===== config.mk =====
export PLATFORM = sky130hd
export DESIGN_NAME = nn_kernel_classifier
export DESIGN_NICKNAME = d
export VERILOG_FILES = /design/src/rtl/nn_pkg.sv /design/src/rtl/nn_mac_unit.sv /design/src/rtl/nn_kernel_classifier.sv
export SDC_FILE = /design/constraint.sdc
export NUM_CORES = 1
export LEC_CHECK = 0
export CORE_UTILIZATION = 55
export CTS_CLUSTER_SIZE = 12
export DETAILED_ROUTE_END_ITERATION = 10
export HOLD_SLACK_MARGIN = 0.03
export PLACE_DENSITY = 0.77
export SLEW_MARGIN = 0
export SYNTH_ARGS = -nofsm -noshare
export SYNTH_HDL_FRONTEND = slang
export SYNTH_HIERARCHICAL = 1
export SYNTH_SLANG_ARGS = --single-unit

===== constraint.sdc =====
create_clock -name clk -period 6.5 [get_ports clk]
set_clock_uncertainty 0.2 [all_clocks]
set_input_delay 1.3 -clock clk [delete_from_list [all_inputs] [get_ports clk]]
set_output_delay 1.3 -clock clk [all_outputs]
set_load 0.01 [all_outputs]

===== src/rtl/nn_pkg.sv =====
// Shared types and helpers for the kernel classifier: FSM states,
// accumulator sizing and score clamping.
package nn_pkg;

    typedef enum logic [1:0] {
        IDLE = 2'd0,
        MAC  = 2'd1,
        EMIT = 2'd2
    } nn_state_e;

    // Full-precision width: product of two PIX_W values summed NPIX times, plus sign.
    function automatic int nn_acc_width(input int npix, input int pix_w);
        return 2 * pix_w + $clog2(npix) + 1;
    endfunction

    // Index width that never collapses to zero bits when a count is 1.
    function automatic int nn_idx_width(input int n);
        return (n > 1) ? $clog2(n) : 1;
    endfunction

    function automatic logic signed [63:0] nn_saturate(input logic signed [63:0] v,
                                                        input int                 out_w);
        logic signed [63:0] hi;
        logic signed [63:0] lo;
        hi = (64'sd1 <<< (out_w - 1)) - 64'sd1;
        lo = -hi - 64'sd1;
        if (v > hi) begin
            return hi;
        end
        if (v < lo) begin
            return lo;
        end
        return v;
    endfunction

endpackage


===== src/rtl/nn_mac_unit.sv =====
// Signed multiply-accumulate with synchronous clear; the accumulator is wide
// enough that a full kernel dot-product never overflows.
module nn_mac_unit #(
    parameter int PIX_W = 8,
    parameter int ACC_W = 21
) (
    input  logic                    clk,
    input  logic                    rst_n,
    input  logic                    clr_i,
    input  logic                    en_i,
    input  logic signed [PIX_W-1:0] a_i,
    input  logic signed [PIX_W-1:0] b_i,
    output logic signed [ACC_W-1:0] acc_o
);

    logic signed [2*PIX_W-1:0] a_ext;
    logic signed [2*PIX_W-1:0] b_ext;
    logic signed [2*PIX_W-1:0] prod;
    logic signed [ACC_W-1:0]   prod_ext;
    logic signed [ACC_W-1:0]   acc_q;
    logic signed [ACC_W-1:0]   acc_d;

    assign a_ext    = {{PIX_W{a_i[PIX_W-1]}}, a_i};
    assign b_ext    = {{PIX_W{b_i[PIX_W-1]}}, b_i};
    assign prod     = a_ext * b_ext;
    assign prod_ext = {{(ACC_W-2*PIX_W){prod[2*PIX_W-1]}}, prod};

    always_comb begin
        acc_d = acc_q;
        if (clr_i) begin
            acc_d = '0;
        end else if (en_i) begin
            acc_d = acc_q + prod_ext;
        end
    end

    always_ff @(posedge clk or negedge rst_n) begin
        if (!rst_n) begin
            acc_q <= '0;
        end else begin
            acc_q <= acc_d;
        end
    end

    assign acc_o = acc_o_sel(acc_q);

    function automatic logic signed [ACC_W-1:0] acc_o_sel(input logic signed [ACC_W-1:0] v);
        return v;
    endfunction

endmodule


===== src/rtl/nn_kernel_classifier.sv =====
// Programmable-kernel image classifier: serial MAC per kernel, one score beat
// per kernel, argmax class on the last beat. Define NN_SAT_EN to clamp scores.
module nn_kernel_classifier
    import nn_pkg::*;
#(
    parameter  int NPIX  = 9,
    parameter  int PIX_W = 8,
    parameter  int NKERN = 4,
    parameter  int OUT_W = 8,
    localparam int KW    = nn_idx_width(NKERN),
    localparam int PW    = nn_idx_width(NPIX),
    localparam int ACC_W = nn_acc_width(NPIX, PIX_W)
) (
    input  logic                    clk,
    input  logic                    rst_n,
    input  logic                    w_wr,
    input  logic [KW-1:0]           w_kern,
    input  logic [PW-1:0]           w_pix,
    input  logic [PIX_W-1:0]        w_data,
    input  logic                    in_valid,
    output logic                    in_ready,
    input  logic [NPIX*PIX_W-1:0]   in_image,
    output logic                    out_valid,
    input  logic                    out_ready,
    output logic [OUT_W-1:0]        out_score,
    output logic [KW-1:0]           out_kern,
    output logic                    out_last,
    output logic [KW-1:0]           out_class
);

    nn_state_e               state_q, state_d;
    logic [KW-1:0]           kern_q, kern_d;
    logic [PW-1:0]           pix_q, pix_d;
    logic signed [ACC_W-1:0] best_val_q, best_val_d;
    logic [KW-1:0]           best_idx_q, best_idx_d;
    logic [NPIX*PIX_W-1:0]   img_q;
    logic signed [PIX_W-1:0] w_q [NKERN][NPIX];
    logic signed [PIX_W-1:0] img_pix [NPIX];

    logic                    accept;
    logic                    wr_ok;
    logic                    last_kern;
    logic                    mac_clr;
    logic                    mac_en;
    logic signed [PIX_W-1:0] mac_a;
    logic signed [PIX_W-1:0] mac_b;
    logic signed [ACC_W-1:0] acc;
    logic [KW-1:0]           class_sel;

    assign in_ready  = (state_q == IDLE);
    assign accept    = in_valid && in_ready;
    assign last_kern = (kern_q == KW'(NKERN - 1));

    // Writes are only legal while idle, so a write in the accept cycle is seen by that image.
    assign wr_ok = w_wr && in_ready && (32'(w_kern) < NKERN) && (32'(w_pix) < NPIX);

    always_ff @(posedge clk or negedge rst_n) begin
        if (!rst_n) begin
            for (int k = 0; k < NKERN; k++) begin
                for (int p = 0; p < NPIX; p++) begin
                    w_q[k][p] <= '0;
                end
            end
        end else if (wr_ok) begin
            w_q[w_kern][w_pix] <= w_data;
        end
    end

    always_ff @(posedge clk or negedge rst_n) begin
        if (!rst_n) begin
            img_q <= '0;
        end else if (accept) begin
            img_q <= in_image;
        end
    end

    always_comb begin
        for (int p = 0; p < NPIX; p++) begin
            img_pix[p] = img_q[p*PIX_W +: PIX_W];
        end
    end

    assign mac_a = img_pix[pix_q];
    assign mac_b = w_q[kern_q][pix_q];

    nn_mac_unit #(
        .PIX_W (PIX_W),
        .ACC_W (ACC_W)
    ) u_mac (
        .clk   (clk),
        .rst_n (rst_n),
        .clr_i (mac_clr),
        .en_i  (mac_en),
        .a_i   (mac_a),
        .b_i   (mac_b),
        .acc_o (acc)
    );

    always_comb begin
        state_d    = state_q;
        kern_d     = kern_q;
        pix_d      = pix_q;
        best_val_d = best_val_q;
        best_idx_d = best_idx_q;
        mac_clr    = 1'b0;
        mac_en     = 1'b0;
        case (state_q)
            IDLE: begin
                if (accept) begin
                    state_d = MAC;
                    kern_d  = '0;
                    pix_d   = '0;
                    mac_clr = 1'b1;
                end
            end
            MAC: begin
                mac_en = 1'b1;
                if (pix_q == PW'(NPIX - 1)) begin
                    state_d = EMIT;
                end else begin
                    pix_d = pix_q + PW'(1);
                end
            end
            EMIT: begin
                if (out_ready) begin
                    if (last_kern) begin
                        state_d = IDLE;
                    end else begin
                        state_d = MAC;
                        kern_d  = kern_q + KW'(1);
                        pix_d   = '0;
                        mac_clr = 1'b1;
                        // Strict compare keeps the lowest index on ties.
                        if ((kern_q == '0) || (acc > best_val_q)) begin
                            best_val_d = acc;
                            best_idx_d = kern_q;
                        end
                    end
                end
            end
            default: begin
                state_d = IDLE;
            end
        endcase
    end

    always_ff @(posedge clk or negedge rst_n) begin
        if (!rst_n) begin
            state_q    <= IDLE;
            kern_q     <= '0;
            pix_q      <= '0;
            best_val_q <= '0;
            best_idx_q <= '0;
        end else begin
            state_q    <= state_d;
            kern_q     <= kern_d;
            pix_q      <= pix_d;
            best_val_q <= best_val_d;
            best_idx_q <= best_idx_d;
        end
    end

    assign out_valid = (state_q == EMIT);
    assign out_last  = out_valid && last_kern;
    assign out_kern  = kern_q;
    assign class_sel = ((kern_q != '0) && (acc > best_val_q)) ? kern_q : best_idx_q;
    assign out_class = out_last ? class_sel : '0;

`ifdef NN_SAT_EN
    assign out_score = OUT_W'(nn_saturate(64'(acc), OUT_W));
`else
    assign out_score = acc[OUT_W-1:0];
`endif

endmodule


==> Word-level counts from Yosys, hierarchy flattened <==
Index checks and enable logic that the tools add are counted.
{ "word_totals": {"inputBits": 91, "wordCells": 124, "ff_bits": 412} }
{ "op_classes": {"n_reduce_logical": 18, "mul": 1, "add_sub_neg": 3, "bitwise_logic": 5, "n_eq_ne": 9, "order_cmp": 8, "n_mux": 37} }
{ "op_table": {"columns": ["op", "count"], "rows": [
  ["$bwmux 288", 1],
  ["$mux 72", 3],
  ["$bmux 72 s2", 1],
  ["$demux 72 s2", 1],
  ["$bmux 8 s4", 2],
  ["$mux 21", 2],
  ["$mux 8", 5],
  ["$demux 8 s4", 1],
  ["$add 21x16->21", 1],
  ["$gt 21x21->1", 1],
  ["$mul 8x8->16", 1],
  ["$mux 2", 8],
  ["$mux 4", 4],
  ["$pmux 4 s3", 1],
  ["$ge 5x5->1 const B", 2],
  ["$not 4->5", 2],
  ["$reduce_and 4->1", 2],
  ["$logic_and 1x1->1", 7],
  ["$ge 3x3->1 const B", 2],
  ["$ne 2x2->1 const B", 3],
  ["$not 2->3", 2],
  ["$pmux 2 s3", 1],
  ["$reduce_bool 2->1", 3],
  ["$lt 5x1->1 const B", 1],
  ["17 further kinds", 24]
]} }

==> Longest topological paths before layout <==
Gate-level depths: netlist (run 1).
{ "depth": {"ltp_word": 11, "mapped_depth": 25} }

==> By module <==
Netlist (run 1), hierarchy kept.
{ "modules_own_cells": {"columns": ["mod", "n_inst", "cells_per_inst", "seq_area_each_um2", "area_per_inst_um2"], "rows": [
  ["nn_kernel_classifier", 1, 1191, 9784.4, 18376.4],
  ["nn_mac_unit", 1, 458, 525.5, 4631.9]
]} }

==> Least setup slack after synthesis (run 1) <==
No wires, ideal clock.
{ "synth_path": {"kind": "flip-flop to flip-flop", "startpoint": "register kern_q[0] (netlist: out_kern[0])", "endpoint": "register u_mac.acc_q[17] (netlist: u_mac/acc_o[17])", "arrival_time_ns": 6.724, "required_ns": 6.176, "setup_ns": 0.124, "path_slack_ns": -0.548, "stages_incl_launch_ff": 23, "n_path_buf": 3, "cell_sequence": "dfrtp_1 buf_2 buf_2 mux4_2 mux4_2 mux2i_1 o21ai_0 and2_1 fa_1 inv_1 fa_1 inv_1 fa_1 fa_1 ha_1 ha_1 buf_6 and4_2 and2_2 a211o_2 a21oi_2 nor4b_1 a211o_1"} }
{ "synth_between": {"elab_chain_len": 11, "word_cells_on_any_way": 16} }
{ "synth_rtl": {"columns": ["item", "line_no", "rtl"], "rows": [
  ["from (decl)", "nn_kernel_classifier.sv:32", "logic [KW-1:0] kern_q, kern_d;"],
  ["from (signal assigned)", "nn_kernel_classifier.sv:156", "kern_q <= kern_d;"],
  ["$not 2->3 (not written as such)", "nn_kernel_classifier.sv:84", "assign mac_b = w_q[kern_q][pix_q];"],
  ["$bmux 72 s2", "nn_kernel_classifier.sv:84", null],
  ["$mux 72 (not written as such) (2 in a row)", "nn_kernel_classifier.sv:84", null],
  ["$bmux 8 s4", "nn_kernel_classifier.sv:84", null],
  ["$mux 8 (not written as such) (2 in a row)", "nn_kernel_classifier.sv:84", null],
  ["named net mac_b[0]", "nn_kernel_classifier.sv:46", "logic signed [PIX_W-1:0] mac_b;"],
  ["$mul 8x8->16", "nn_mac_unit.sv:25", "assign prod = a_ext * b_ext;"],
  ["$add 21x16->21", "nn_mac_unit.sv:33", "acc_d = acc_q + prod_ext;"],
  ["$mux 21", "nn_mac_unit.sv:32", "end else if (en_i) begin"],
  ["$mux 21", "nn_mac_unit.sv:30", "if (clr_i) begin"],
  ["to (signal assigned)", "nn_mac_unit.sv:39", "acc_q <= '0;"],
  ["to (signal assigned)", "nn_mac_unit.sv:41", "acc_q <= acc_d;"],
  ["to (decl)", "nn_mac_unit.sv:20", "logic signed [ACC_W-1:0] acc_q;"]
]} }
The timed path passes the listed nets, and every way through them passes these cells. The select of a mux whose other input is x is not followed.
A chain may end at the register's enable or synchronous reset.

==> Worst setup path after layout (run 1) <==
Ends and elaborated chain as after synthesis.

==> results of run 1 <==
[sequential cells by signal (all words and copies together), names as in the netlist]
name,count
best_val_q,21
pix_q,4
img_q,72
u_mac/acc_o,21
state_q,2
best_idx_q,2
out_kern,2
w_q,288
[final cells by class]
cell class	instances	share of cell area [%]
inverters	122	1.66
well taps	532	2.41
multi-input cells	1033	44.8
flip-flops and latches	412	37.4
repair buffers	232	8.52
clock buffers	67	4.75
clock inverters	9	0.431
[worst max-delay path, delay by kind of cell, from the launching register on]
| family | cells | cell delay, ns |
|---|---|---|
| AO/OA/AOI/OAI | 6 | 1.40 |
| adder cells (fa/ha/maj) | 6 | 2.49 |
| buffers and inverters | 4 | 0.54 |
| flip-flops | 1 | 0.46 |
| multiplexers | 3 | 1.30 |
| AND/OR/NAND/NOR | 2 | 0.28 |
[per-stage QoR]
stage / setup WS [ns] / area (um2) / setup TNS (ns)
finish: -0.293 / 27600 / -0.950
global route: -0.391 / 27600 / -2.20
CTS: -0.192 / 27000 / -0.473
detailed placement: -0.335 / 25200 / -1.75
global placement: -0.181 / 25200 / -1.09
floorplan: 0.00305 / 23100 / 0
[Yosys cell counts (3+ instances only)]
cell      count  share of area [%]
nand2_1      91                1.5
ha_1         73                4.0
o21ai_0      29               0.63
nor3_1       11               0.24
mux2_2      361                 18
nor2_1       37               0.60
mux2i_1      31                1.3
nand2b_1      6               0.16
clkbuf_1     52               0.85
or3_1         3              0.082
a21oi_1      21               0.46
mux2_1       23                1.1
a21o_1        5               0.16
buf_1         7               0.11
mux4_2      104                 10
a211oi_1      5               0.16
buf_6         3               0.15
and4_1        3               0.11
nor3_4        4               0.28
dfrtp_1     412                 45
nand4_1       6               0.16
inv_1       120                2.0
nor4b_1       3               0.11
nor3b_1       3              0.098
xnor2_1      14               0.53
nor2b_1       5               0.14
and2_1       34               0.92
o211ai_1      3              0.098
xor2_1        5               0.19
nand3_1       8               0.17
a21oi_2       3               0.11
buf_2        16               0.35
nor4_4        5               0.46
o21a_1        4               0.13
fa_1         92                8.0
[kinds of logic (layout without fill, tap and decap cells)]
logic type,count (synthesis),after routing,synth area share [%]
AOI/OAI and AO/OA,96,96,2.95
buffers and inverters,204,430,3.62
xor gates and xnor gates,19,19,0.723
and+or+nand+nor,234,234,5.60
muxes,519,519,30.3
DFF,412,412,44.8
adders and majority gates,165,165,12.0
[metal layers]
metal,global-route usage [%],up-vias,part of all wire [%]
li1,-,6274,-
met1,35.6,7567,42
met2,42.2,409,49
met3,4.36,115,5.5
met4,9.40,2,3.4
met5,0,-,0.031
[power groups by stage]
stage / clock network (uW) / logic (uW) / registers [uW]
floorplan: 0 / 2490 / 3230
global placement: 0 / 3460 / 3330
detailed placement: 0 / 3570 / 3360
CTS: 2580 / 3780 / 3310
global route: 2670 / 4550 / 3370
finish: 2530 / 4170 / 3310
[how the worst max path moves through the flow]
stage	startpoint	to	cells past startpoint
floorplan	out_kern[0]	u_mac/acc_o[17]	23
global placement	out_kern[0]	u_mac/acc_o[17]	21
detailed placement	out_kern[0]	u_mac/acc_o[17]	18
CTS	out_kern[0]	u_mac/acc_o[17]	21
global route	out_kern[0]	u_mac/acc_o[17]	21
finish	out_kern[0]	u_mac/acc_o[17]	21
[cell usage in the layout (no fill, tap or decap), types with 5 or more instances in the layout]
cell type and instances:
a21o_1 5, fa_2 13, clkdlybuf4s50_1 104, nand2_2 5
mux2i_2 5, o21ai_1 9, xnor2_1 14, nand2b_1 6
nand3_1 8, buf_6 8, dfrtp_1 410, nor3_1 11
mux2_1 23, a21oi_1 17, o21ai_2 9, buf_4 96
inv_1 114, xor2_1 5, and2_4 8, o21ai_0 13
ha_4 19, buf_12 18, nor2_1 36, mux2i_1 26
nand2_1 86, fa_1 79, inv_2 7, nand4_1 6
clkbuf_1 14, clkbuf_16 48, mux4_2 104, nor4_4 5
ha_1 54, clkbuf_8 6, mux2_2 361, and2_1 26
[what timing repair did]
item | 4_1_cts | 5_1_grt
resized for setup | 44 | 86
gates cloned | 3 | 1
hold buffers | 0 | 0
setup buffers | 9 | 25
pin swaps | 16 | 50
hold endpoints to repair | 0 | 0
endpoints found under the setup margin | 10 | 11
==> run metrics, run 1 <==
status=finished with violations; failing checks=DRC, setup timing; most used cell, CP=fa_2; Placer Congestion=between 0.8 and 0.9; Die X=about 210 um; final net count=between 2000 and 2500; Worst Path Arrival=around 7 ns; Required @ worst endpoint=roughly 6.8 ns; first-pass GRT wire length=84600 um; area of the multi-input gates=approximately 0.012 mm2; switch share=34.3%; Max-Cap Viols=0; Hold Path End=best_val_q[1]; Worst Hold Launch=best_val_q[1]; root buffer cell=clkbuf_16; Max Slew Vio Count=0; min Tclk post-route=6.79 ns; slew margin rel.=9.68%; CTS sink count=between 400 and 500; ys flop type=dfrtp_1; H-Tree Depth=2; Clock Path Buffers=3; FF-to-FF Start=out_kern[0]; CP Max Fanout=7; Num CTS Buffers=46; clk slew on worst S/H paths=0.06 ns; syn_nets=1905; Die H=just over 200 um; worst hold slack=roughly 0.29 ns; register bit total from synthesis=around 410; initial cell density of the core=a little under three fifths; CP Class=flip-flop to flip-flop; Syn Area/Cell=approximately 14 um2; post-layout util=67.2%; pwr/cell area=between 300 and 400 mW/mm2; largest net degree at the start of global routing=between 100 and 150; # rows=74; Cells after DPL=about 2300; type of the worst min-delay path=flip-flop to flip-flop; synthesis warning total=6; Combinational Power Share=41.6%; Lkg Pwr=around 0.013 uW; Post-Synthesis Cells=around 1600; Via-to-Cell Ratio=just under 6; crit path capture type=flip-flop; I/O Pins=roughly 110; drt total wl=54600 um; Skew-Pair Late Insertion Delay=around 0.58 ns; Clock Power Share=25.2%; Pre-antenna DRT Iters=8; FFs w/ async S/R, synth=between 90% and 100%; global route overflow=0; die footprint=between 0.04 and 0.05 mm2; Worst path max stage delay=about 0.61 ns; Worst Max-Slew Pin Slew=approximately 1.4 ns; Area growth, synth to finish=19.9%; TritonCTS clock tree=done; Core Footprint=a little over 0.04 mm2; crit path cell chain=buf_6, buf_12, buf_8, mux4_2, mux4_2, mux2i_2, o21ai_2, and2_4, buf_4, fa_2, fa_1, fa_2, fa_2, ha_4, ha_4, a2111oi_4, o21ai_2, a211o_2, a21oi_2, nor4b_2, a211o_1; synth unique cells=75; post-route ant nets=0; sequential share of power=between 30% and 40%; Reg area=roughly 0.010 mm2; final period utilization=105%; Final WS setup=-0.293 ns; unrepaired setup endpoints after global routing=yes; WHS Path Cells=1; PortBufs=105; vias=around 14000; reg-to-reg endpoint=u_mac/acc_o[17]; ant diodes=0; Non-Filler Instances=between 2000 and 2500; vias in the first global route=15200; Worst IR Drop VDD=between 200 and 250 uV; Fill cells=around 2800; register area share after synthesis=approximately 45%; Setup crit start kind=flip-flop; hpwl dp=approximately 36000 um; Psw=about 3400 uW; R2R setup slack=-0.29 ns; slowest CP cell=fa_2; Power Internal=6580 uW; f_max=about 150 MHz; Post-synth EDFFs=0; Final Setup Violations=7; initial antenna violation count=1; DRC viols=13; R2R cell count=21; Post-Synthesis Cell Area=roughly 0.023 mm2; wire per inst=~23 um; layout cells sized above 1=approximately 41%; overall power=about 10000 uW; 1st-iter DRT viols=between 900 and 1000; total track usage=around a quarter; Final Hold Viols=0
Power figures use the tool's default switching activity.
==> run 2: changes to the inputs <==
--- a/config.mk
+++ b/config.mk
@@ -5,6 +5,8 @@
 export SDC_FILE = /design/constraint.sdc
 export NUM_CORES = 1
 export LEC_CHECK = 0
+export ABC_AREA = 1
+export CAP_MARGIN = 20
 export CORE_UTILIZATION = 55
 export CTS_CLUSTER_SIZE = 12
 export DETAILED_ROUTE_END_ITERATION = 10
@@ -13,5 +15,4 @@
 export SLEW_MARGIN = 0
 export SYNTH_ARGS = -nofsm -noshare
 export SYNTH_HDL_FRONTEND = slang
-export SYNTH_HIERARCHICAL = 1
 export SYNTH_SLANG_ARGS = --single-unit
==> run 2 against run 1 <==
Compared with the run above:
- the flow now finishes without violations
- die area shrank 0.38%
- worst setup slack gained 0.59 ns
- fmax grew 9.6%
- cell count grew 43%
- cell area shrank 5.2%
- flip-flop and latch count is the same
- sequential share of layout area grew 2.1 points
- global-route usage grew 4.4 points
- register-to-register slack gained 0.59 ns
- wire length grew 16%
==> run metrics, run 2 <==
first-pass GRT wire length=about 100000 um; Reg area=a little over 0.01 mm2; Core Footprint=between 0.04 and 0.05 mm2; reg-to-reg endpoint=u_mac.acc_o[18]; area leader, netlist=dfrtp_1; Synth top area share=between 40% and 50%; Post-synth EDFFs=0; f_max=around 160 MHz; 1st-iter DRT viols=about 2100; most used cell, CP=nand2_1; Fill cells=roughly 3500; final net count=roughly 3100; layout cells sized above 1=6.11%; max FFs per register=approximately 290; WHS Path Cells=2; I/O Pins=~110; PortBufs=between 100 and 150; Die H=between 200 and 250 um; FF-to-FF Start=out_kern[1]; R2R setup slack=between 0.3 and 0.4 ns; hpwl dp=43900 um; Skew-Pair Late Insertion Delay=between 0.5 and 0.6 ns; top flop regs=w_q (288), img_q (72); total track usage=~30%; Placer Congestion=0.964; post-route ant nets=0; status=finished, final reports clean; most frequent cells in the layout=nand2_1, o21ai_0, dfrtp_1; FFs w/ async S/R, synth=100%; Post-synth top cells=nand2_1, o21ai_0, dfrtp_1, inv_1, nor2_1; root buffer cell=clkbuf_16; ant diodes=0; slew margin rel.=approximately 30%; Die X=a little over 200 um; DRC viols=0; wire per inst=about 19 um; Pre-antenna DRT Iters=5; ys flop type=dfrtp_1; TritonCTS clock tree=done; Area growth, synth to finish=14.0%; count leader, synth=nand2_1; most common cell after layout, fill and taps aside=nand2_1; Num CTS Buffers=44; Worst path max stage delay=about 0.52 ns; Via-to-Cell Ratio=around 5.7; Post-Synthesis Cells=approximately 2800; synthesis warning total=0; Worst Max-Slew Pin Slew=1.06 ns; number of hold buffers added after cts=0; synth unique cells=44; initial antenna violation count=0; ranking of synthesized cells by area=dfrtp_1, nand2_1, o21ai_0; register area share after synthesis=roughly 45%; drt total wl=63600 um; vias=between 15000 and 20000; type of the worst min-delay path=flip-flop to flip-flop; crit path capture type=flip-flop; vias in the first global route=18700; H-Tree Depth=2; largest net degree at the start of global routing=approximately 130; worst hold slack=about 0.27 ns; CP Class=flip-flop to flip-flop; R2R cell count=27; clk slew on worst S/H paths=0.06 ns; final period utilization=95.4%; Max Slew Vio Count=0; CTS sink count=between 400 and 500; register bit total from synthesis=between 400 and 500; area of the multi-input gates=around 0.011 mm2; slowest CP cell=fa_1; Final Setup Violations=0; initial cell density of the core=a little under three fifths; Syn Area/Cell=between 8 and 9 um2; Critical Path Start=out_kern[1]; Worst Path Arrival=about 6.4 ns; Clock Path Buffers=3; Post-Synthesis Cell Area=between 0.02 and 0.025 mm2; min Tclk post-route=6.20 ns; # rows=74; Max-Cap Viols=0; CP Max Fanout=22; syn_nets=just over 3000; Required @ worst endpoint=~6.7 ns; global route overflow=0; Top reg by flops=w_q; Final Hold Viols=0; die footprint=0.0425 mm2; Critical Path Sink=u_mac.acc_o[18]; Setup crit start kind=flip-flop
## run 2: cell types whose count changed after synthesis, moves of 28 or more
| cell | previous run | this run |
|---|---|---|
| nand2_1 | 91 | 833 |
| o21ai_0 | 29 | 446 |
| mux2_2 | 361 | 0 |
| nor2_1 | 37 | 200 |
| inv_1 | 120 | 234 |
| a21oi_1 | 21 | 133 |
| mux4_2 | 104 | 0 |
| nand3_1 | 8 | 80 |
| clkbuf_1 | 52 | 98 |
| and2_1 | 34 | 0 |
| mux2i_1 | 31 | 0 |
| o22ai_1 | 0 | 28 |
## run 2: worst max-delay path: cells and delay by family (launching register included)
| family | cells | cell delay [ns] |
|---|---|---|
| simple gates | 11 | 1.27 |
| buf+inv | 5 | 0.58 |
| fa+ha+maj | 6 | 2.75 |
| compound gates | 5 | 0.78 |
| flops | 1 | 0.47 |
## run 2: how the worst min path moves through the flow
stage                      to           start  slack, ns
6_report       best_val_q[17]  best_val_q[17]       0.27
5_1_grt              w_q[124]        w_q[124]       0.29
4_1_cts        best_val_q[17]  best_val_q[17]       0.27
3_5_place_dp   best_val_q[17]  best_val_q[17]       0.26
3_3_place_gp   best_val_q[15]  best_val_q[15]       0.25
2_1_floorplan  best_val_q[10]  best_val_q[10]       0.24
## run 2: cell families (layout without fill, tap and decap cells)
family                   after synthesis  in the layout  synth area share, %
AO/OA/AOI/OAI                        650            650                 14.8
adder cells (fa/ha/maj)              165            165                 12.0
flip-flops                           412            412                 45.0
buffers and inverters                403            489                 7.13
AND/OR/NAND/NOR                     1169           1169                 20.6
XOR/XNOR                              13             13                0.497
## run 2: layout make-up
cell class              instances  share of cell area (%)
clock buffers                  63                    4.79
inverters                     246                    3.59
multi-input cells            1997                    42.1
well taps                     532                    2.55
repair buffers                175                    7.21
flip-flops and latches        412                    39.5
clock inverters                 5                   0.287
## run 2: routing by layer
| metal | routed length, um | global-route usage (%) |
|---|---|---|
| met5 | 0 | 0 |
| met4 | 1950 | 10.6 |
| met3 | 5120 | 5.08 |
| met2 | 28800 | 47.1 |
| met1 | 27600 | 43.6 |
## run 2: through the flow
| stage | cell area (um2) | utilization (%) | TNS, ns | setup WS (ns) | instances |
|---|---|---|---|---|---|
| 3_3_place_gp | 24600 | 60.0 | 0 | 0.263 | 3348 |
| 4_1_cts | 25900 | 63.4 | 0 | 0.145 | 3418 |
| 3_5_place_dp | 24600 | 60.1 | 0 | 0.187 | 3350 |
| 5_1_grt | 26100 | 63.9 | -0.0111 | -0.0111 | 3430 |
| 6_report | 26100 | 63.9 | 0 | 0.301 | 3430 |
| 2_1_floorplan | 22900 | - | 0 | 0.334 | 2812 |
## run 2: timing repair
action                     4_1_cts  5_1_grt
buffers inserted                 0        6
setup endpoints to repair        0       10
resized for setup                0       21
Power of run 2 is not shown: default switching activity piles up to over one toggle a cycle in this logic, so the estimate is an artifact.
